--- src/rtl/vinstr_issue_queue.sv ---
// vinstr_issue_queue: small instruction FIFO feeding the vector decoder.
// Drops instructions whose major opcode is not a vector opcode. Issues legal
// instructions with a one-cycle start strobe. Enforces ISSUE_GAP idle cycles
// between issues.
//
// Ports:
//   clk, rstn            rising-edge clock, synchronous active-low reset
//   flush                synchronous clear of queue and FSM (keeps illegal_count)
//   in_valid/in_instr    upstream instruction handshake
//   in_ready             queue not full (from registered occupancy)
//   dec_ready            decoder can take a new instruction (sampled in IDLE only)
//   vector_instruction   last issued instruction; valid while start=1
//   start                one-cycle issue strobe
//   busy                 FSM not idle or queue not empty
//   count                FIFO occupancy
//   illegal              one-cycle pulse per dropped instruction
//   illegal_count        saturating count of dropped instructions
module vinstr_issue_queue #(
    parameter int unsigned DEPTH     = 4,
    parameter int unsigned IW        = 32,
    parameter int unsigned ISSUE_GAP = 2
) (
    input  logic                         clk,
    input  logic                         rstn,
    input  logic                         flush,
    input  logic                         in_valid,
    input  logic [IW-1:0]                in_instr,
    output logic                         in_ready,
    input  logic                         dec_ready,
    output logic [IW-1:0]                vector_instruction,
    output logic                         start,
    output logic                         busy,
    output logic [$clog2(DEPTH+1)-1:0]   count,
    output logic                         illegal,
    output logic [7:0]                   illegal_count
);

    localparam int unsigned PW = (DEPTH > 1) ? $clog2(DEPTH) : 1;
    localparam int unsigned CW = $clog2(DEPTH + 1);
    localparam int unsigned GW = 4;

    localparam logic [6:0] OPC_V     = 7'b1010111;
    localparam logic [6:0] OPC_LOAD  = 7'b0000111;
    localparam logic [6:0] OPC_STORE = 7'b0100111;

    typedef enum logic [1:0] {
        ST_IDLE  = 2'd0,
        ST_ISSUE = 2'd1,
        ST_GAP   = 2'd2
    } state_t;

    state_t            state_q, state_d;
    logic [GW-1:0]     gap_q, gap_d;

    logic [IW-1:0]     mem [DEPTH];
    logic [PW-1:0]     wr_ptr_q, rd_ptr_q;
    logic [CW-1:0]     count_q, count_d;

    logic              in_ready_q, busy_q, start_q, illegal_q;
    logic [IW-1:0]     vec_q, vec_d;
    logic [7:0]        ill_cnt_q, ill_cnt_d;
    logic              start_d, illegal_d;

    logic [IW-1:0]     head;
    logic              head_legal;
    logic              push;
    logic              pop;

    assign head       = mem[rd_ptr_q];
    assign head_legal = (head[6:0] == OPC_V) || (head[6:0] == OPC_LOAD) ||
                        (head[6:0] == OPC_STORE);

    // in_ready is registered, so push never depends on dec_ready combinationally
    assign push = in_valid && in_ready_q;
    // The FSM examines and consumes the head only from IDLE
    assign pop  = (state_q == ST_IDLE) && (count_q != '0) && dec_ready;

    assign count_d = count_q + CW'(push) - CW'(pop);

    // FSM state register (with gap counter)
    always_ff @(posedge clk) begin
        if (!rstn || flush) begin
            state_q <= ST_IDLE;
            gap_q   <= '0;
        end else begin
            state_q <= state_d;
            gap_q   <= gap_d;
        end
    end

    // FSM next-state logic
    always_comb begin
        state_d = state_q;
        case (state_q)
            ST_IDLE: begin
                if (pop && head_legal) begin
                    state_d = ST_ISSUE;
                end
            end
            ST_ISSUE: begin
                state_d = (ISSUE_GAP == 0) ? ST_IDLE : ST_GAP;
            end
            ST_GAP: begin
                if (gap_q <= GW'(1)) begin
                    state_d = ST_IDLE;
                end
            end
            default: state_d = ST_IDLE;
        endcase
    end

    // FSM output / datapath next values
    always_comb begin
        gap_d     = gap_q;
        start_d   = 1'b0;
        illegal_d = 1'b0;
        vec_d     = vec_q;
        ill_cnt_d = ill_cnt_q;
        case (state_q)
            ST_IDLE: begin
                if (pop) begin
                    if (head_legal) begin
                        start_d = 1'b1;
                        vec_d   = head;
                    end else begin
                        illegal_d = 1'b1;
                        if (ill_cnt_q != 8'hFF) begin
                            ill_cnt_d = ill_cnt_q + 8'd1;
                        end
                    end
                end
            end
            ST_ISSUE: begin
                gap_d = GW'(ISSUE_GAP);
            end
            ST_GAP: begin
                gap_d = gap_q - GW'(1);
            end
            default: begin
                gap_d = '0;
            end
        endcase
    end

    // FIFO pointers and occupancy
    always_ff @(posedge clk) begin
        if (!rstn || flush) begin
            wr_ptr_q <= '0;
            rd_ptr_q <= '0;
            count_q  <= '0;
        end else begin
            if (push) begin
                wr_ptr_q <= wr_ptr_q + PW'(1);
            end
            if (pop) begin
                rd_ptr_q <= rd_ptr_q + PW'(1);
            end
            count_q <= count_d;
        end
    end

    // FIFO storage; contents are don't-care until written
    always_ff @(posedge clk) begin
        if (rstn && !flush && push) begin
            mem[wr_ptr_q] <= in_instr;
        end
    end

    // Registered outputs; flush clears everything except illegal_count
    always_ff @(posedge clk) begin
        if (!rstn) begin
            in_ready_q <= 1'b1;
            busy_q     <= 1'b0;
            start_q    <= 1'b0;
            illegal_q  <= 1'b0;
            vec_q      <= '0;
            ill_cnt_q  <= '0;
        end else if (flush) begin
            in_ready_q <= 1'b1;
            busy_q     <= 1'b0;
            start_q    <= 1'b0;
            illegal_q  <= 1'b0;
            vec_q      <= '0;
        end else begin
            in_ready_q <= (count_d != CW'(DEPTH));
            busy_q     <= (state_d != ST_IDLE) || (count_d != '0);
            start_q    <= start_d;
            illegal_q  <= illegal_d;
            vec_q      <= vec_d;
            ill_cnt_q  <= ill_cnt_d;
        end
    end

    assign in_ready           = in_ready_q;
    assign busy               = busy_q;
    assign start              = start_q;
    assign illegal            = illegal_q;
    assign vector_instruction = vec_q;
    assign illegal_count      = ill_cnt_q;
    assign count              = count_q;

endmodule

--- config.mk ---
export PLATFORM = sky130hd
export DESIGN_NAME = vinstr_issue_queue
export DESIGN_NICKNAME = d
export VERILOG_FILES = /design/src/rtl/vinstr_issue_queue.sv
export SDC_FILE = /design/constraint.sdc
export NUM_CORES = 1
export LEC_CHECK = 0
export ABC_AREA = 1
export CAP_MARGIN = 20
export CORE_MARGIN = 3
export CORE_UTILIZATION = 50
export DETAILED_ROUTE_END_ITERATION = 10
export GPL_TIMING_DRIVEN = 0
export PLACE_DENSITY = 0.76
export SLEW_MARGIN = 15
export SYNTH_ARGS = -nofsm -noshare
export SYNTH_HDL_FRONTEND = slang
export SYNTH_SLANG_ARGS = --single-unit
--- constraint.sdc ---
create_clock -name clk -period 2.83 [get_ports clk]
set_clock_uncertainty 0.05 [all_clocks]
set_input_delay 0.566 -clock clk [delete_from_list [all_inputs] [get_ports clk]]
set_output_delay 0.566 -clock clk [all_outputs]
set_load 0.02 [all_outputs]
* Word level (Yosys, flattened, before mapping)
Memories as Yosys holds them, arrays and structs flattened. A register that Yosys moved wholly into a read port is not among the register bits. Cells that the tools add are included.
Cells by class: $add $sub $neg 6, $lt $le $gt $ge 1, eq/ne operators 7, multiplexer cells 10, bitwise gates (word level) 5, reduce and logical (&&, ||, !) cells 20
Operators by type and width (number):
- $pmux W4 S3 | 1
- $add A8 B1 Y8 const B | 1
- $mux W2 | 4
- $ne A8 B8 Y1 const B | 1
- $eq A7 B3 Y1 const B | 1
- $eq A7 B6 Y1 const B | 1
- $eq A7 B7 Y1 const B | 1
- $logic_and A1 B1 Y1 | 6
- $pmux W2 S3 | 1
- $reduce_bool A3 Y1 | 2
- $not A1 Y1 | 5
- $reduce_and A5 Y1 | 1
- $add A2 B1 Y2 const B | 2
- $le A4 B1 Y1 const B | 1
- $logic_or A1 B1 Y1 | 4
- $mux W1 | 4
- $reduce_or A4 Y1 | 1
- $sub A4 B1 Y4 const B | 1
- $add A3 B1 Y3 | 1
- $ne A3 B3 Y1 const B | 1
- $reduce_and A3 Y1 | 1
- $sub A3 B1 Y3 | 1
- $eq A2 B1 Y1 const B | 1
- $eq A2 B2 Y1 const B | 1
- other kinds (4) | 5
Storage, ports and cells: flip-flop bits (word level) 57, RAM bits 128, bits of input ports 37, output and inout port bits 47, logic and storage cells 61, memories kept 1
Memories:
- mem | words 4, width 32, rd ports 1, clocked after memory_dff 1, write ports 1, line 55 | logic [IW-1:0] mem [DEPTH];

* Longest topological paths before layout
Gate-level depths: netlist of the first run.
depth in word-level cells 8, gate-level depth with buffers 15, gate-level depth less buffers 14

* Least setup slack after synthesis of the first run
No wires, ideal clock.
path kind input-to-reg, from in rstn, to mem mem[0][0], enable pin, library setup time 0.421 ns, arrival time 2.373 ns, required time 2.359 ns, setup slack -0.014 ns, stages 4, buffers on the path 0, path through inv_1 nor2_1 nand3_1 nor2_1
Between the ends: word-level cells in the longest chain between the ends 4
Ends and longest elaborated chain:
- start, declared | line 24 | input logic rstn,
- $logic_and A1 B1 Y1 (2 in a row) | line 164 | if (rstn && !flush && push) begin
- $mux W1 | line 164
- $mux W1 (implied by the code) | line 165 | mem[wr_ptr_q] <= in_instr;
- end, declared | line 55
No other way between the ends.

* Final worst setup path of the first run
from reg state_q[0], to reg busy_q (netlist: busy)
Between the ends: word-level cells in the longest chain between the ends 8, elaborated cells between the ends (all ways) 13, classes of those cells add/sub (1); eq/ne (2); mux (3); reduce/logical (7)
Ends and longest elaborated chain:
- start, declared | line 52 | state_t state_q, state_d;
- start signal, assigned | line 86 | state_q <= state_d;
- parallel branches: the longest is 7 deep, another holds $sub A3 B1 Y3
- $logic_or A1 B1 Y1 (*) | line 186 | busy_q <= (state_d != ST_IDLE) || (count_d != '0);
- end signal, assigned | line 186
- end, declared | line 59 | logic in_ready_q, busy_q, start_q, illegal_q;
Every way passes the cells marked *. A chain may end at the register's enable or synchronous reset.

==> impl_metrics.ini, run 1 <==
[status]
status = finished clean

[timing]
slew-limit-headroom = 0.489
grt_setup_unrepaired = false
final_hold_viol_count = 0
tns_ns = 0
layout_min_cycle_time_ns = 2.64
tightest_slew_ns = 0.765
finalSetupViolations = 0
final_max_slew_viol_count = 0
post-route-period-util = 0.934
finalHoldWorstSlack_ns = 0.409
fmax_mhz = 379

[placement]
io_buffers = 83
hpwl_um = 11500
gp_congestion = 0.804

[worst_setup_path]
cp_max_fo = 10
slowest_delay_ns = 0.37
worst_r2r_startpoint = state_q[0]
cp-startpoint = state_q[0]
crit_type = flop to flop
r2r_cells = 15
arrival_ns = 2.92
worst_setup_path_start_kind = flop
cp.required_ns = 3.11
setup.worst_path.end = busy
r2r-end = busy
critPathCaptureType = flop
r2r_slack_ns = 0.19
worstPathCellList = inv_1 > ha_4 > nand2_1 > a21oi_4 > buf_6 > ha_1 > inv_1 > ha_1 > fa_2 > xnor2_2 > xor2_1 > inv_1 > nand3_1 > o21ai_1 > nand2_1
crit_top_cell = inv_1
worst_path_max_delay_cell = fa_2

[die]
die_area_um2 = 16200
io_pins = 84
start_util = 0.520
core-area_um2 = 14100
fp.dieW_um = 127
num_rows = 43
die_h_um = 127

[pwr]
ir_worst_vdd_uv = 501
power.leakage_uw = 0.00323
cellPowerDensity_nw_per_um2 = 620

[global_routing]
grt_overflow = 0
grt_pass1_wl_um = 27700
grt_busiest_layer = met2
grt_util_all_layers = 0.222
met2_usage = 0.373
grtUsageMet3 = 0.0535
grt_max_degree = 25
grtUsageMet1 = 0.285
antenna_found_initial = 0
grt_pass1_vias = 5379

[logic_synthesis]
synth_fa_ha_area_frac = 0.0248
synthSimpleGateAreaFrac = 0.138
synthMuxAreaShare = 0
avgSynthCellArea_um2 = 11.5
synthXorXnorAreaFrac = 0.0107
ys_warn_count = 0
synthesis.area_um2 = 7360
syn_inst = 641
ys_seq_area_frac = 0.683
synth_compound_area_frac = 0.0952
ys_ff_latch = 187
synth_fp_nets = 692
ys_types = 29
synth_top_family_by_area = simple AND/OR/NAND/NOR gates

[clock_tree]
clk_pin_slew_ns = 0.07
cts_buffers = 17
cts.sinks = 187
htree_num_levels = 4
worstSkewPairLatency_ns = 0.44
hold_buffers = 0
clockBufferDepth = 2
cts_tree = done
cts_root_buf = clkbuf_16

[drt]
wl_per_cell_um = 18.7
viasPerCell = 5.67
antenna_left = 0
vias = 5351
firstDrtPassIters = 7
wirelength_um = 17700
drt_iter0_drc = 542
drc_errors = 0

[final_layout]
final_common_cell = edfxtp_1
mostFrequentLayoutCells = edfxtp_1, clkdlybuf4s50_1, nand2_1, nor2_1, dfxtp_1
finalNetCount = 802
n_antenna_cell = 0
syn2layout_area_growth_pct = 25.7
layout-drive-gt1-share = 0.105
n_fill_cell = 1020

[hold_path]
min_path_type = flop to flop
hp-start = vector_instruction[0]

[run]
maxCapViolations = 0
-- power by group --
part           internal (uW)  total [uW]  leakage (uW)  switching [uW]
sequential              2950        2960       0.00163            13.6
combinational            121         315       0.00130             195
clock                   1400        2460      0.000298            1060
total                   4470        5740       0.00323            1270
-- metrics by stage --
step | utilization | area [um2] | std cells | worst slack, ns | total power (uW)
2_1_floorplan | - | 7360 | 641 | -0.0141 | 3170
3_3_place_gp | 0.595 | 8420 | 904 | -1.90 | 3300
3_5_place_dp | 0.604 | 8550 | 908 | -0.519 | 3320
4_1_cts | 0.650 | 9190 | 941 | 0.00203 | 5740
5_1_grt | 0.654 | 9260 | 944 | 0.00932 | 5890
6_report | 0.654 | 9260 | 944 | 0.188 | 5740
-- timing repair --
| action | in CTS | in global routing |
|---|---|---|
| resized for setup | 4 | 8 |
| pin swaps | 0 | 0 |
| buffers inserted | 1 | 3 |
| gates cloned | 0 | 0 |
| endpoints found under the setup margin | 3 | 31 |
-- worst max-delay path: cells and delay by family, from the launching register on --
kind / cells / cell delay (ns)
flip-flops: 1 / 0.36
AO/OA/AOI/OAI: 2 / 0.17
adder cells (fa/ha/maj): 4 / 1.03
AND/OR/NAND/NOR: 3 / 0.24
buffers and inverters: 4 / 0.38
XOR/XNOR: 2 / 0.31
-- synthesized netlist by cell type, drive strengths merged --
cell type	instances	area, um2
o22ai	25	156
buf	16	133
nor2	75	300
clkbuf	18	67.6
edfxtp	128	3840
nand2	84	325
nand3	35	198
inv	41	156
o21ai	57	285
ha	13	163
fa	1	20.0
a21oi	45	236
clkinv	1	3.75
nor3	3	15.0
and3	2	12.5
xor2	5	43.8
nand4	26	163
a211oi	3	22.5
dfxtp	59	1180
xnor2	4	35.0
-- flip-flops by register name, summed over array words and instances (netlist names), 2 cells and up, named ones only --
register            flops
rd_ptr_q                2
wr_ptr_q                2
vector_instruction     32
illegal_count           8
gap_q                   4
mem                   128
count                   3
state_q                 2
-- area by class of cell --
| cell class | count | area (um2) | share of cell area |
|---|---|---|---|
| Buffer | 34 | 206 | 0.0223 |
| Clock buffer | 20 | 467 | 0.0504 |
| Clock inverter | 12 | 150 | 0.0162 |
| Inverter | 42 | 160 | 0.0173 |
| Multi-Input combinational cell | 378 | 2040 | 0.221 |
| Sequential cell | 187 | 5030 | 0.543 |
| Tap cell | 180 | 225 | 0.0243 |
| Timing Repair Buffer | 91 | 976 | 0.105 |
-- layer usage --
metal	vias to the layer above	wire length, um
met4	0	218
li1	2489	-
met2	240	8950
met3	27	1350
met1	2595	7170
met5	-	0
-- logic make-up after synthesis --
group / Yosys count
XOR/XNOR: 9
AO/OA/AOI/OAI: 130
flip-flops: 187
AND/OR/NAND/NOR: 225
buffers and inverters: 76
adder cells (fa/ha/maj): 14
-- worst min path at each step --
stage	endpoint	slack [ns]	depth (start not counted)
floorplan	flop	0.39	2
global placement	vector_instruction[2]	0.39	2
detailed placement	vector_instruction[17]	0.40	2
CTS	vector_instruction[17]	0.41	2
global route	vector_instruction[0]	0.43	2
finish	vector_instruction[0]	0.41	2
No activity file was read; power rests on OpenSTA's default activity.
==> inputs of run 2 (changes only) <==
CELL_PAD_IN_SITES_DETAIL_PLACEMENT = 1   (was unset)
CELL_PAD_IN_SITES_GLOBAL_PLACEMENT = 2   (was unset)
CORE_UTILIZATION = 34   (was 50)
PLACE_DENSITY = 0.77   (was 0.76)
==> impl_metrics.ini, run 2 (synthesized netlist as in run 1, its figures left out) <==
[status]
status = finished clean

[timing]
slew-limit-headroom = 0.593
layout_min_cycle_time_ns = 2.63
grt_setup_unrepaired = false
post-route-period-util = 0.930
tightest_slew_ns = 0.611
fin_ws_ns = 0.199
finalSetupViolations = 0
fmax_mhz = 380
tns_ns = 0
final_max_slew_viol_count = 0
final_hold_viol_count = 0

[worst_setup_path]
r2r_cells = 14
r2r_slack_ns = 0.20
crit_top_cell = inv_1
worst_setup_path_start_kind = flop
crit_type = flop to flop
cp.required_ns = 3.10
worst_path_max_delay_cell = fa_1
worstPathCellList = inv_1 > ha_4 > nand2_2 > a21oi_4 > buf_6 > ha_1 > inv_1 > ha_1 > fa_1 > xnor2_1 > xor2_1 > inv_1 > nor2_2 > nand3_1
slowest_delay_ns = 0.38
arrival_ns = 2.90
critPathCaptureType = flop
cp_max_fo = 10

[global_routing]
antenna_found_initial = 1
grt_util_all_layers = 0.171
grt_max_degree = 19
grt_overflow = 0
grt_pass1_wl_um = 30900
grt_pass1_vias = 5516

[final_layout]
n_antenna_cell = 0
n_fill_cell = 2222
layout-drive-gt1-share = 0.102
multi_input_area_um2 = 2030
largest_reg_flops = 128
mostFrequentLayoutCells = edfxtp_1, clkdlybuf4s50_1, nand2_1, nor2_1, dfxtp_1
finalNetCount = 803
final_common_cell = edfxtp_1
register_area_um2 = 5030
regMostFlops = mem
syn2layout_area_growth_pct = 27.7
final_area_um2 = 9400

[die]
fp.dieW_um = 153
core-area_um2 = 21200
io_pins = 84
die_area_um2 = 23500
die_h_um = 153
start_util = 0.348
num_rows = 53

[clock_tree]
clockBufferDepth = 2
cts.sinks = 187
htree_num_levels = 4
cts_root_buf = clkbuf_16
worstSkewPairLatency_ns = 0.44
cts_tree = done
clk_pin_slew_ns = 0.07
cts_buffers = 17

[drt]
wirelength_um = 19700
vias = 5212
wl_per_cell_um = 18.9
viasPerCell = 5.01
drc_errors = 0
firstDrtPassIters = 4
drt_iter0_drc = 295
antenna_left = 0

[placement]
io_buffers = 83
placed_area_um2 = 8680
gp_congestion = 0.795
post-place-ws_ns = -0.611
hpwl_um = 13300

[hold_path]
min_path_type = flop to flop
min_path_cells = 2

[pwr]
ir_worst_vdd_uv = 408
power.leakage_uw = 0.00324
cellPowerDensity_nw_per_um2 = 609

[run]
maxCapViolations = 0
run 2: area by class of cell:
| class | instances | area share |
|---|---|---|
| plain buffers | 34 | 0.0220 |
| clock buffers | 18 | 0.0456 |
| inverters | 42 | 0.0170 |
| repair buffers | 92 | 0.109 |
| well taps | 275 | 0.0366 |
| clock inverters | 14 | 0.0184 |
| multi-input cells | 378 | 0.216 |
| flip-flops and latches | 187 | 0.535 |
run 2: timing repair:
action	in CTS	in global routing
resized for setup	3	9
cloned	0	0
hold buffers	0	0
endpoints found under the hold margin	0	0
pin swaps	0	3
endpoints found under the setup margin	4	75
buffers inserted	1	4
run 2: path summary, 6_finish.rpt:
kind	start	endpoint
max reg2reg	state_q[1]	in_ready
max	state_q[1]	in_ready
min reg2reg	vector_instruction[0]	vector_instruction[0]
min	vector_instruction[0]	vector_instruction[0]
run 2: metrics by stage:
stage | util | cells | hold slack, ns | total power [uW]
final | 0.444 | 1040 | 0.403 | 5720
after global routing | 0.444 | 1040 | 0.427 | 5930
after CTS | 0.440 | 1036 | 0.408 | 5780
after detailed placement | 0.410 | 1003 | 0.400 | 3330
after global placement | 0.404 | 999 | 0.389 | 3310
after floorplan | - | 641 | 0.386 | 3170
run 2: power breakdown:
group | switching (uW) | internal [uW]
clock | 1100 | 1340
sequential | 13.7 | 2950
combinational | 198 | 122
run 2: routing by layer:
layer	track usage	wire length [um]	up-vias
met5	0	13	-
met4	0.0395	199	2
met3	0.0501	886	18
met2	0.290	9870	108
met1	0.217	8720	2599
li1	-	-	2485
run 2: worst max-delay path: cells and delay by family (launching register included):
kind | cells | cell delay [ns]
compound gates | 1 | 0.04
xor+xnor | 2 | 0.41
fa+ha+maj | 4 | 1.02
buf+inv | 4 | 0.35
flops | 1 | 0.37
simple gates | 3 | 0.27
